**src/rtl/ttt_pkg.sv**
```systemverilog
// Shared codes for the tic-tac-toe turn controller: cell contents, checker result and FSM states.
package ttt_pkg;

  typedef enum logic [1:0] {
    CELL_EMPTY = 2'b00,
    CELL_P1    = 2'b01,
    CELL_P2    = 2'b10
  } cell_t;

  typedef enum logic [1:0] {
    GE_RUN = 2'b00,
    GE_P1  = 2'b01,
    GE_P2  = 2'b10
  } game_end_t;

  typedef enum logic [1:0] {
    ST_IDLE = 2'b00,
    ST_PLAY = 2'b01,
    ST_OVER = 2'b10
  } state_t;

  localparam int         NUM_CELLS = 9;
  localparam logic [3:0] CELL_LAST = 4'd8;
  localparam logic [3:0] MOVES_MAX = 4'd9;

  // Mark written into the board for the player whose turn it is.
  function automatic logic [1:0] player_mark(input logic turn);
    return turn ? CELL_P2 : CELL_P1;
  endfunction

endpackage

```
**src/rtl/ttt_turn_ctrl_if.sv**
```systemverilog
// Move request / response handshake between the player front end and the turn controller.
interface ttt_turn_ctrl_if;
  logic       start;
  logic       place_valid;
  logic [3:0] cell_sel;
  logic       move_ack;
  logic       move_err;

  modport master (
    output start,
    output place_valid,
    output cell_sel,
    input  move_ack,
    input  move_err
  );

  modport slave (
    input  start,
    input  place_valid,
    input  cell_sel,
    output move_ack,
    output move_err
  );
endinterface

```
**src/rtl/ttt_bcd_turn_timer.sv**
```systemverilog
// Per-turn countdown: a TICK_DIV prescaler driving a two-digit BCD down-counter that stops at 00.
module ttt_bcd_turn_timer #(
  parameter int         TICK_DIV  = 50_000_000,
  parameter logic [3:0] TURN_TEN  = 4'd3,
  parameter logic [3:0] TURN_UNIT = 4'd0
) (
  input  logic       clk,
  input  logic       rst_n,
  input  logic       load,
  input  logic       run,
  output logic [3:0] ten_digit,
  output logic [3:0] unit_digit,
  output logic       zero
);

  localparam int             PW         = (TICK_DIV > 2) ? $clog2(TICK_DIV) : 1;
  localparam logic [PW-1:0]  PRESC_LAST = PW'(TICK_DIV - 1);

  logic [PW-1:0] presc;

  assign zero = (ten_digit == 4'd0) && (unit_digit == 4'd0);

  // load outranks a same-cycle wrap, so an accepted move drops the pending decrement.
  always_ff @(posedge clk or negedge rst_n) begin
    if (!rst_n) begin
      presc      <= '0;
      ten_digit  <= TURN_TEN;
      unit_digit <= TURN_UNIT;
    end else if (load) begin
      presc      <= '0;
      ten_digit  <= TURN_TEN;
      unit_digit <= TURN_UNIT;
    end else if (run && !zero) begin
      if (presc == PRESC_LAST) begin
        presc <= '0;
        if (unit_digit != 4'd0) begin
          unit_digit <= unit_digit - 4'd1;
        end else begin
          ten_digit  <= ten_digit - 4'd1;
          unit_digit <= 4'd9;
        end
      end else begin
        presc <= presc + PW'(1);
      end
    end
  end

endmodule

```
**src/rtl/ttt_turn_ctrl.sv**
```systemverilog
// Tic-tac-toe turn controller: board storage, player alternation, move validation and turn timer.
module ttt_turn_ctrl
  import ttt_pkg::*;
#(
  parameter int         TICK_DIV  = 50_000_000,
  parameter logic [3:0] TURN_TEN  = 4'd3,
  parameter logic [3:0] TURN_UNIT = 4'd0
) (
  input  logic                  clk,
  input  logic                  rst_n,
  ttt_turn_ctrl_if.slave        bus,
  input  logic [1:0]            game_end,
  output logic [1:0]            b0,
  output logic [1:0]            b1,
  output logic [1:0]            b2,
  output logic [1:0]            b3,
  output logic [1:0]            b4,
  output logic [1:0]            b5,
  output logic [1:0]            b6,
  output logic [1:0]            b7,
  output logic [1:0]            b8,
  output logic                  whos_turn,
  output logic [3:0]            ten_digit,
  output logic [3:0]            unit_digit,
  output logic                  playing,
  output logic                  draw
);

  state_t          state, state_nxt;
  logic [8:0][1:0] board;
  logic [3:0]      move_cnt;
  logic            ack_q, err_q, playing_q, draw_q;
  logic            ack_nxt, err_nxt, playing_nxt, draw_nxt;
  logic [1:0]      cell_cur;
  logic            running, accept, reject;
  logic            timer_zero;

  // Read the addressed cell; out-of-range selects read as empty but are rejected below.
  always_comb begin
    cell_cur = CELL_EMPTY;
    for (int i = 0; i < NUM_CELLS; i++) begin
      if (bus.cell_sel == 4'(i)) cell_cur = board[i];
    end
  end

  assign running = (state == ST_PLAY) && (game_end == GE_RUN);
  assign accept  = !bus.start && bus.place_valid && running &&
                   (bus.cell_sel <= CELL_LAST) && (cell_cur == CELL_EMPTY) && !timer_zero;
  assign reject  = !bus.start && bus.place_valid && !accept;

  always_ff @(posedge clk or negedge rst_n) begin
    if (!rst_n) begin
      state     <= ST_IDLE;
      ack_q     <= 1'b0;
      err_q     <= 1'b0;
      playing_q <= 1'b0;
      draw_q    <= 1'b0;
    end else begin
      state     <= state_nxt;
      ack_q     <= ack_nxt;
      err_q     <= err_nxt;
      playing_q <= playing_nxt;
      draw_q    <= draw_nxt;
    end
  end

  always_comb begin
    state_nxt = state;
    if (bus.start) begin
      state_nxt = ST_PLAY;
    end else begin
      case (state)
        ST_PLAY: if ((game_end != GE_RUN) || (move_cnt == MOVES_MAX)) state_nxt = ST_OVER;
        default: state_nxt = state;
      endcase
    end
  end

  // Output values are computed one cycle ahead so every output leaves a flop.
  always_comb begin
    ack_nxt     = accept;
    err_nxt     = reject;
    playing_nxt = (state_nxt == ST_PLAY);
    draw_nxt    = draw_q;
    if (bus.start) begin
      draw_nxt = 1'b0;
    end else if ((state == ST_PLAY) && (game_end == GE_RUN) && (move_cnt == MOVES_MAX)) begin
      draw_nxt = 1'b1;
    end
  end

  always_ff @(posedge clk or negedge rst_n) begin
    if (!rst_n) begin
      board     <= '0;
      whos_turn <= 1'b0;
      move_cnt  <= 4'd0;
    end else if (bus.start) begin
      board     <= '0;
      whos_turn <= 1'b0;
      move_cnt  <= 4'd0;
    end else if (accept) begin
      for (int i = 0; i < NUM_CELLS; i++) begin
        if (bus.cell_sel == 4'(i)) board[i] <= player_mark(whos_turn);
      end
      whos_turn <= ~whos_turn;
      if (move_cnt != MOVES_MAX) move_cnt <= move_cnt + 4'd1;
    end
  end

  ttt_bcd_turn_timer #(
    .TICK_DIV  (TICK_DIV),
    .TURN_TEN  (TURN_TEN),
    .TURN_UNIT (TURN_UNIT)
  ) u_timer (
    .clk        (clk),
    .rst_n      (rst_n),
    .load       (bus.start | accept),
    .run        (running),
    .ten_digit  (ten_digit),
    .unit_digit (unit_digit),
    .zero       (timer_zero)
  );

  assign bus.move_ack = ack_q;
  assign bus.move_err = err_q;
  assign playing      = playing_q;
  assign draw         = draw_q;

  assign b0 = board[0];
  assign b1 = board[1];
  assign b2 = board[2];
  assign b3 = board[3];
  assign b4 = board[4];
  assign b5 = board[5];
  assign b6 = board[6];
  assign b7 = board[7];
  assign b8 = board[8];

endmodule

```
**src/flat_wrapper.sv**
```systemverilog
// flat-port wrapper written by rule: the top's interface ports become plain ports
module ttt_turn_ctrl_flat import ttt_pkg::*;
#(
  parameter int         TICK_DIV  = 50_000_000,
  parameter logic [3:0] TURN_TEN  = 4'd3,
  parameter logic [3:0] TURN_UNIT = 4'd0
)
  (clk, rst_n, game_end, b0, b1, b2, b3, b4, b5, b6, b7, b8, whos_turn, ten_digit, unit_digit, playing, draw, bus_start, bus_place_valid, bus_cell_sel, bus_move_ack, bus_move_err);
  ttt_turn_ctrl_if bus_i ();
  input  logic clk;
  input  logic rst_n;
  input  logic [1:0] game_end;
  output logic [1:0] b0;
  output logic [1:0] b1;
  output logic [1:0] b2;
  output logic [1:0] b3;
  output logic [1:0] b4;
  output logic [1:0] b5;
  output logic [1:0] b6;
  output logic [1:0] b7;
  output logic [1:0] b8;
  output logic whos_turn;
  output logic [3:0] ten_digit;
  output logic [3:0] unit_digit;
  output logic playing;
  output logic draw;
  input wire logic [$bits(bus_i.start)-1:0] bus_start;
  input wire logic [$bits(bus_i.place_valid)-1:0] bus_place_valid;
  input wire logic [$bits(bus_i.cell_sel)-1:0] bus_cell_sel;
  output wire logic [$bits(bus_i.move_ack)-1:0] bus_move_ack;
  output wire logic [$bits(bus_i.move_err)-1:0] bus_move_err;
  assign bus_i.start = bus_start;
  assign bus_i.place_valid = bus_place_valid;
  assign bus_i.cell_sel = bus_cell_sel;
  assign bus_move_ack = bus_i.move_ack;
  assign bus_move_err = bus_i.move_err;
  ttt_turn_ctrl #(.TICK_DIV(TICK_DIV), .TURN_TEN(TURN_TEN), .TURN_UNIT(TURN_UNIT)) u_core (.clk(clk), .rst_n(rst_n), .bus(bus_i), .game_end(game_end), .b0(b0), .b1(b1), .b2(b2), .b3(b3), .b4(b4), .b5(b5), .b6(b6), .b7(b7), .b8(b8), .whos_turn(whos_turn), .ten_digit(ten_digit), .unit_digit(unit_digit), .playing(playing), .draw(draw));
endmodule
```
**config.mk**
```make
export PLATFORM = sky130hd
export DESIGN_NAME = ttt_turn_ctrl_flat
export DESIGN_NICKNAME = d
export VERILOG_FILES = /design/src/rtl/ttt_pkg.sv /design/src/rtl/ttt_turn_ctrl_if.sv /design/src/rtl/ttt_bcd_turn_timer.sv /design/src/rtl/ttt_turn_ctrl.sv /design/src/flat_wrapper.sv
export SDC_FILE = /design/constraint.sdc
export NUM_CORES = 1
export LEC_CHECK = 0
export CAP_MARGIN = 20
export CORE_MARGIN = 3
export CORE_UTILIZATION = 30
export CTS_BUF_LIST = sky130_fd_sc_hd__clkbuf_4
export DETAILED_ROUTE_END_ITERATION = 7
export PLACE_DENSITY_LB_ADDON = 0.08
export SLEW_MARGIN = 0
export SYNTH_ARGS = -nofsm -noshare
export SYNTH_HDL_FRONTEND = slang
export SYNTH_SLANG_ARGS = --single-unit
```
**constraint.sdc**
```tcl
create_clock -name clk -period 4.9 [get_ports clk]
set_input_delay 0.98 -clock clk [delete_from_list [all_inputs] [get_ports clk]]
set_output_delay 0.98 -clock clk [all_outputs]
set_load 0.1 [all_outputs]
```
==> results of run 1 <==
-- critical path: stages --
cell             delay, ps
clkdlybuf4s50_1        650
nor2_1                 400
a221oi_1               190
a211oi_2               410
o21ai_4                160
inv_2                  310
nand4_1                160
mux2_1                 320
-- path summary, 6_finish.rpt --
path	to	slack, ps	cells past startpoint
setup reg to reg	u_core.u_timer.presc[23]	2290	8
hold / removal	u_core.u_timer.presc[0]	520	1
min in group asynchronous	u_core.bus.move_ack	580	1
max in group asynchronous	u_core.playing	3400	2
hold reg to reg	u_core.u_timer.presc[0]	520	1
setup / recovery	u_core.move_cnt[3]	1590	8
-- per-layer routing --
metal,global-route usage [%],part of all wire [%]
met5,0,0
met4,4.45,1.1
met3,4.35,5.4
met2,21.8,44
met1,19.5,49
-- kinds of logic after synthesis --
family                   after synthesis  share of synthesized area, %
adder cells (fa/ha/maj)                7                          2.70
AO/OA/AOI/OAI                         60                          13.1
XOR/XNOR                              24                          6.49
AND/OR/NAND/NOR                      156                          24.3
multiplexers                           1                         0.348
flip-flops                            63                          48.8
buffers and inverters                 33                          4.29
-- through the flow --
step                      hold WS (ps)  area (µm²)  std cells  util [%]  setup slack (ps)
after floorplan                    466        3240        344         -              2240
after global placement             486        3750        507      36.0              1050
after detailed placement           501        3750        507      36.0              1140
after CTS                          518        3850        522      36.9              1580
after global routing               548        3850        522      36.9              1450
final                              516        3850        522      36.9              1590
-- flip-flops by register name, summed over array words and instances, names as in the netlist --
register and count:
u_core.u_timer.presc 26, u_core.move_cnt 4, u_core.u_timer.ten_digit 4, u_core.u_timer.unit_digit 4
u_core.b0 2, u_core.b1 2, u_core.b2 2, u_core.b3 2
u_core.b4 2, u_core.b5 2, u_core.b6 2, u_core.b7 2
u_core.b8 2, u_core.state 2, u_core.bus.move_ack 1, u_core.bus.move_err 1
u_core.draw 1, u_core.playing 1, u_core.whos_turn 1
-- cells in the mapped netlist (2+ instances only) --
cell type and n:
nor3_1 15, nor2_1 63, o221ai_1 2, a211o_1 2, and3_1 4, nand2_1 19, a41oi_1 6, a21oi_1 12
nand2b_1 3, o22ai_1 3, nor2b_1 4, o21ai_1 3, o21ai_0 5, dfrtp_1 61, inv_1 17, nor4_1 3
or3_1 4, xor2_1 11, clkbuf_1 9, o21a_1 2, and4_1 6, dfstp_2 2, nor3b_1 2, or3b_1 2
o21bai_1 2, a31oi_1 11, buf_2 3, nand4_1 8, nand3_1 14, ha_1 7, xnor2_1 13
-- area by class of cell --
type | instances | area, µm²
clock buffers | 10 | 75.1
multi-input cells | 248 | 1520
well taps | 136 | 170
flip-flops and latches | 63 | 1580
inverters | 18 | 67.6
clock inverters | 5 | 26.3
fillers | 1064 | 6570
repair buffers | 42 | 410
-- cell usage in the layout (no fill, tap or decap), types with 2 or more instances in the layout --
cell,n
clkdlybuf4s50_1,39
and4_1,6
a41oi_1,6
dfstp_2,2
inv_1,17
ha_1,7
a21oi_1,12
nor4_1,3
a211o_1,2
clkbuf_4,10
nand4_1,8
clkinv_2,3
dfrtp_1,61
o21ai_0,5
or3b_1,2
o221ai_1,2
xnor2_1,13
o21ai_1,3
nand3_1,14
buf_4,2
and3_1,4
nand2_1,19
a31oi_1,11
o21a_1,2
nand2b_1,3
nor3_1,15
nor3b_1,2
xor2_1,11
o22ai_1,3
nor2b_1,4
o21bai_1,2
nor2_1,63
or3_1,4
-- power by group --
part	internal (mW)	total [mW]	leakage, nW	switching (mW)
clock network	0.103	0.294	0.0595	0.191
registers	0.524	0.527	0.865	0.00297
logic	0.0207	0.0789	0.654	0.0581
total	0.648	0.900	1.58	0.252
==> flow_summary.yaml, run 1 <==
layout:
  antenna_cells: 0
  area_growth_pct: 18.9
  drive_gt1_share_pct: 6.99
  fin_nets: 399
worst_setup_path:
  cp.required_ps: 5200
  r2r-start: "u_core.u_timer.unit_digit[0]"
  startpoint: "bus_cell_sel[0]"
  crit_arrival_ps: 3600
  cp-start-kind: "primary input"
  setup.worst_path.class: "primary input to register"
  critPathMaxFanout: 20
  critPathCaptureType: "register"
power_and_ir_drop:
  power_mw: 0.900
  power_density_nw_per_um2: 234
  power_leakage_nw: 1.58
  irDropWorstVdd_uv: 124
timing:
  rsz0062_at_grt: "no"
  setup_viol: 0
  setup_tns_ps: 0
  fmax_mhz: 303
  drv_slew: 0
  period_share_pct: 67.5
  slew_headroom_pct: 34.6
  worst_pin_slew_ps: 978
  skew_ps: 14.3
  final-hold-violation-count: 0
  min_period_ps: 3310
place:
  hpwl_um: 5500
  port_buffers: 40
  globalplace.congestion: 0.797
route:
  routed_wirelength_um: 7880
  drt_iter0_markers: 152
  drt-pass1-iter-count: 6
  drc: 0
  vias: 2611
  ant_nets: 0
  wl_per_cell_um: 15.1
  vias_per_cell: 5.00
grt:
  antenna_found_initial: 0
  grt_max_degree: 38
  grt_pass1_wl_um: 13500
  grt_util_all_layers_pct: 14.3
  overflow: 0
  grt_pass1_vias: 2642
clocking:
  clk_pin_slew_ps: 100
  cts.sinks: 63
  cts_buffers: 9
  cts_buffer_depth: 2
  clk_latency_ps: 410
  root_buffer: "clkbuf_4"
  ctsHoldBuffers: 0
  cts_tree: "built"
  post_cts_buffers: 0
  post_cts_resized: 0
  htree_levels: 3
worst_hold_path:
  hold_path.class: "register to register"
  hp-start: "u_core.u_timer.presc[0]"
logic_synthesis:
  yosysSeqAreaShare_pct: 48.8
  synth_nets: 361
  synth_area_um2: 3240
  yosys_warnings: 0
  synth_enable_flop_cells: 0
  synth_cell_types: 57
  synth_area_leader_cell: "dfrtp_1"
  synthArstFlopShare_pct: 100
  ys_ff_latch: 63
  synth_top_area_share_pct: 47.1
  post_synth.cell_area_avg_um2: 9.41
  synthCells: 344
  synth.area.top_cells: "dfrtp_1 47%, nor2_1 7.3%, xnor2_1 3.5%"
  synthFlopType: "dfrtp_1"
floorplan:
  chipHeight_um: 110
  die_x_um: 110
  initial_utilization_pct: 31.1
  rows: 37
  io_pins: 41
  core_area_um2: 10400
  dieArea_um2: 12100
status:
  status: "complete, no violations"
job:
  max_cap_viol_count: 0
Power figures use the tool's default switching activity.
==> inputs of run 2 (changes only) <==
==> constraint.sdc (replaced) <==
create_clock -name clk -period 3.4 [get_ports clk]
set_input_delay 0.68 -clock clk [delete_from_list [all_inputs] [get_ports clk]]
set_output_delay 0.68 -clock clk [all_outputs]
set_load 0.1 [all_outputs]
==> run 2 against run 1 <==
Net effect: via count up 2.0%; utilization about the same; global-route usage up 0.19 points; worst hold slack worse by 210 ps; critical path depth up 1; design area about the same; worst setup slack worse by 860 ps; die area unchanged; non-clock buffer count up 5; critical path type unchanged.
==> flow_summary.yaml, run 2 (same netlist as run 1, synthesis figures left out) <==
status:
  status: "complete, no violations"
clocking:
  clk_latency_ps: 410
  cts_buffer_depth: 2
  root_buffer: "clkbuf_4"
  clk_pin_slew_ps: 120
  cts_tree: "built"
  htree_levels: 3
  post_cts_buffers: 0
  cts_buffers: 9
  cts.sinks: 63
  ctsHoldBuffers: 0
  post_cts_resized: 0
timing:
  hold-worst-slack_ps: 306
  min_period_ps: 2670
  setup_viol: 0
  worst_pin_slew_ps: 963
  final-hold-violation-count: 0
  setup_tns_ps: 0
  setup_ws_ps: 732
  fmax_mhz: 375
  rsz0062_at_grt: "no"
  skew_ps: 21.3
  slew_headroom_pct: 35.6
  period_share_pct: 78.5
  drv_slew: 0
layout:
  final_common_cell: "nor2_1"
  final-seq-area_um2: 1580
  fin_nets: 404
  area_growth_pct: 18.9
  layout_common_cells: "63 x nor2_1, 61 x dfrtp_1, 35 x buf_4"
  final_cells: 528
  final.fill_count: 1076
  largest_reg_flops: 26
  fin_area_um2: 3850
  multi_input_area_um2: 1520
  largest_register: "u_core.u_timer.presc"
  antenna_cells: 0
  drive_gt1_share_pct: 15.3
power_and_ir_drop:
  power_leakage_nw: 1.68
  irDropWorstVdd_uv: 147
  power_density_nw_per_um2: 358
job:
  max_cap_viol_count: 0
floorplan:
  chipHeight_um: 110
  core_area_um2: 10400
  die_x_um: 110
  initial_utilization_pct: 31.1
  dieArea_um2: 12100
  io_pins: 41
  rows: 37
worst_setup_path:
  critPathMaxFanout: 13
  cp.required_ps: 3680
  cp-start-kind: "primary input"
  setup.worst_path.class: "primary input to register"
  crit_arrival_ps: 2950
  critPathCaptureType: "register"
place:
  globalplace.congestion: 0.737
  dpl.cell_count: 512
  postPlaceCellArea_um2: 3720
  place_ws_ps: 298
  hpwl_um: 5680
  port_buffers: 40
grt:
  antenna_found_initial: 0
  grt_pass1_vias: 2809
  grt_util_all_layers_pct: 14.5
  overflow: 0
  grt_max_degree: 38
  grt_pass1_wl_um: 13700
route:
  drt_iter0_markers: 162
  vias_per_cell: 5.05
  drt-pass1-iter-count: 4
  drc: 0
  routed_wirelength_um: 7870
  wl_per_cell_um: 14.9
  ant_nets: 0
  vias: 2664
worst_hold_path:
  hold_path.class: "primary input to async pin"
## run 2: changes by cell type in the layout (fill, tap and decap cells not counted), sizes merged
| cell | change |
|---|---|
| buf | +34 |
| clkdlybuf4s50 | -29 |
| bufinv | +1 |
| clkinv | +1 |
| clkinvlp | -1 |
## run 2: worst paths after layout
path / start / slack, ps / end / depth (start not counted)
max: bus_cell_sel[3] / 730 / u_core.b6[1] / 9
min: rst_n / 310 / u_core.bus.move_ack / 1
max reg2reg: u_core.u_timer.unit_digit[0] / 900 / u_core.u_timer.presc[23] / 8
min reg2reg: u_core.u_timer.presc[1] / 510 / u_core.u_timer.presc[1] / 2
max in group asynchronous: rst_n / 2440 / u_core.u_timer.presc[7] / 2
min in group clk: u_core.u_timer.presc[1] / 510 / u_core.u_timer.presc[1] / 2
## run 2: layout make-up
type / count / share of cell area, %
flip-flops and latches: 63 / 41.0
multi-input cells: 248 / 39.5
repair buffers: 47 / 10.1
well taps: 136 / 4.42
clock buffers: 10 / 1.95
inverters: 18 / 1.75
clock inverters: 6 / 1.33
## run 2: stage by stage
stage                     utilization [%]  power [mW]
final                                37.0        1.38
after global routing                 37.0        1.45
after CTS                            37.0        1.40
after detailed placement             35.8       0.894
after global placement               35.8       0.895
after floorplan                         -       0.842
## run 2: routing by layer
layer	global-route usage, %	up-vias	share of wire, %
met2	23.6	50	48
met3	3.46	12	4.0
met1	18.8	1297	47
met5	0	-	0
li1	-	1305	-
met4	5.25	0	1.7
## run 2: where the power goes
part	total, mW	internal (mW)	switching, mW
clock	0.501	0.223	0.277
combinational	0.118	0.0340	0.0837
sequential	0.759	0.755	0.00434
## run 2: critical path, stage by stage
cell	delay [ps]
clkdlybuf4s50_1	600
nand2b_1	290
a221oi_1	320
a211oi_2	140
o21ai_4	280
inv_2	140
buf_4	210
a41oi_1	220
nor2_1	60
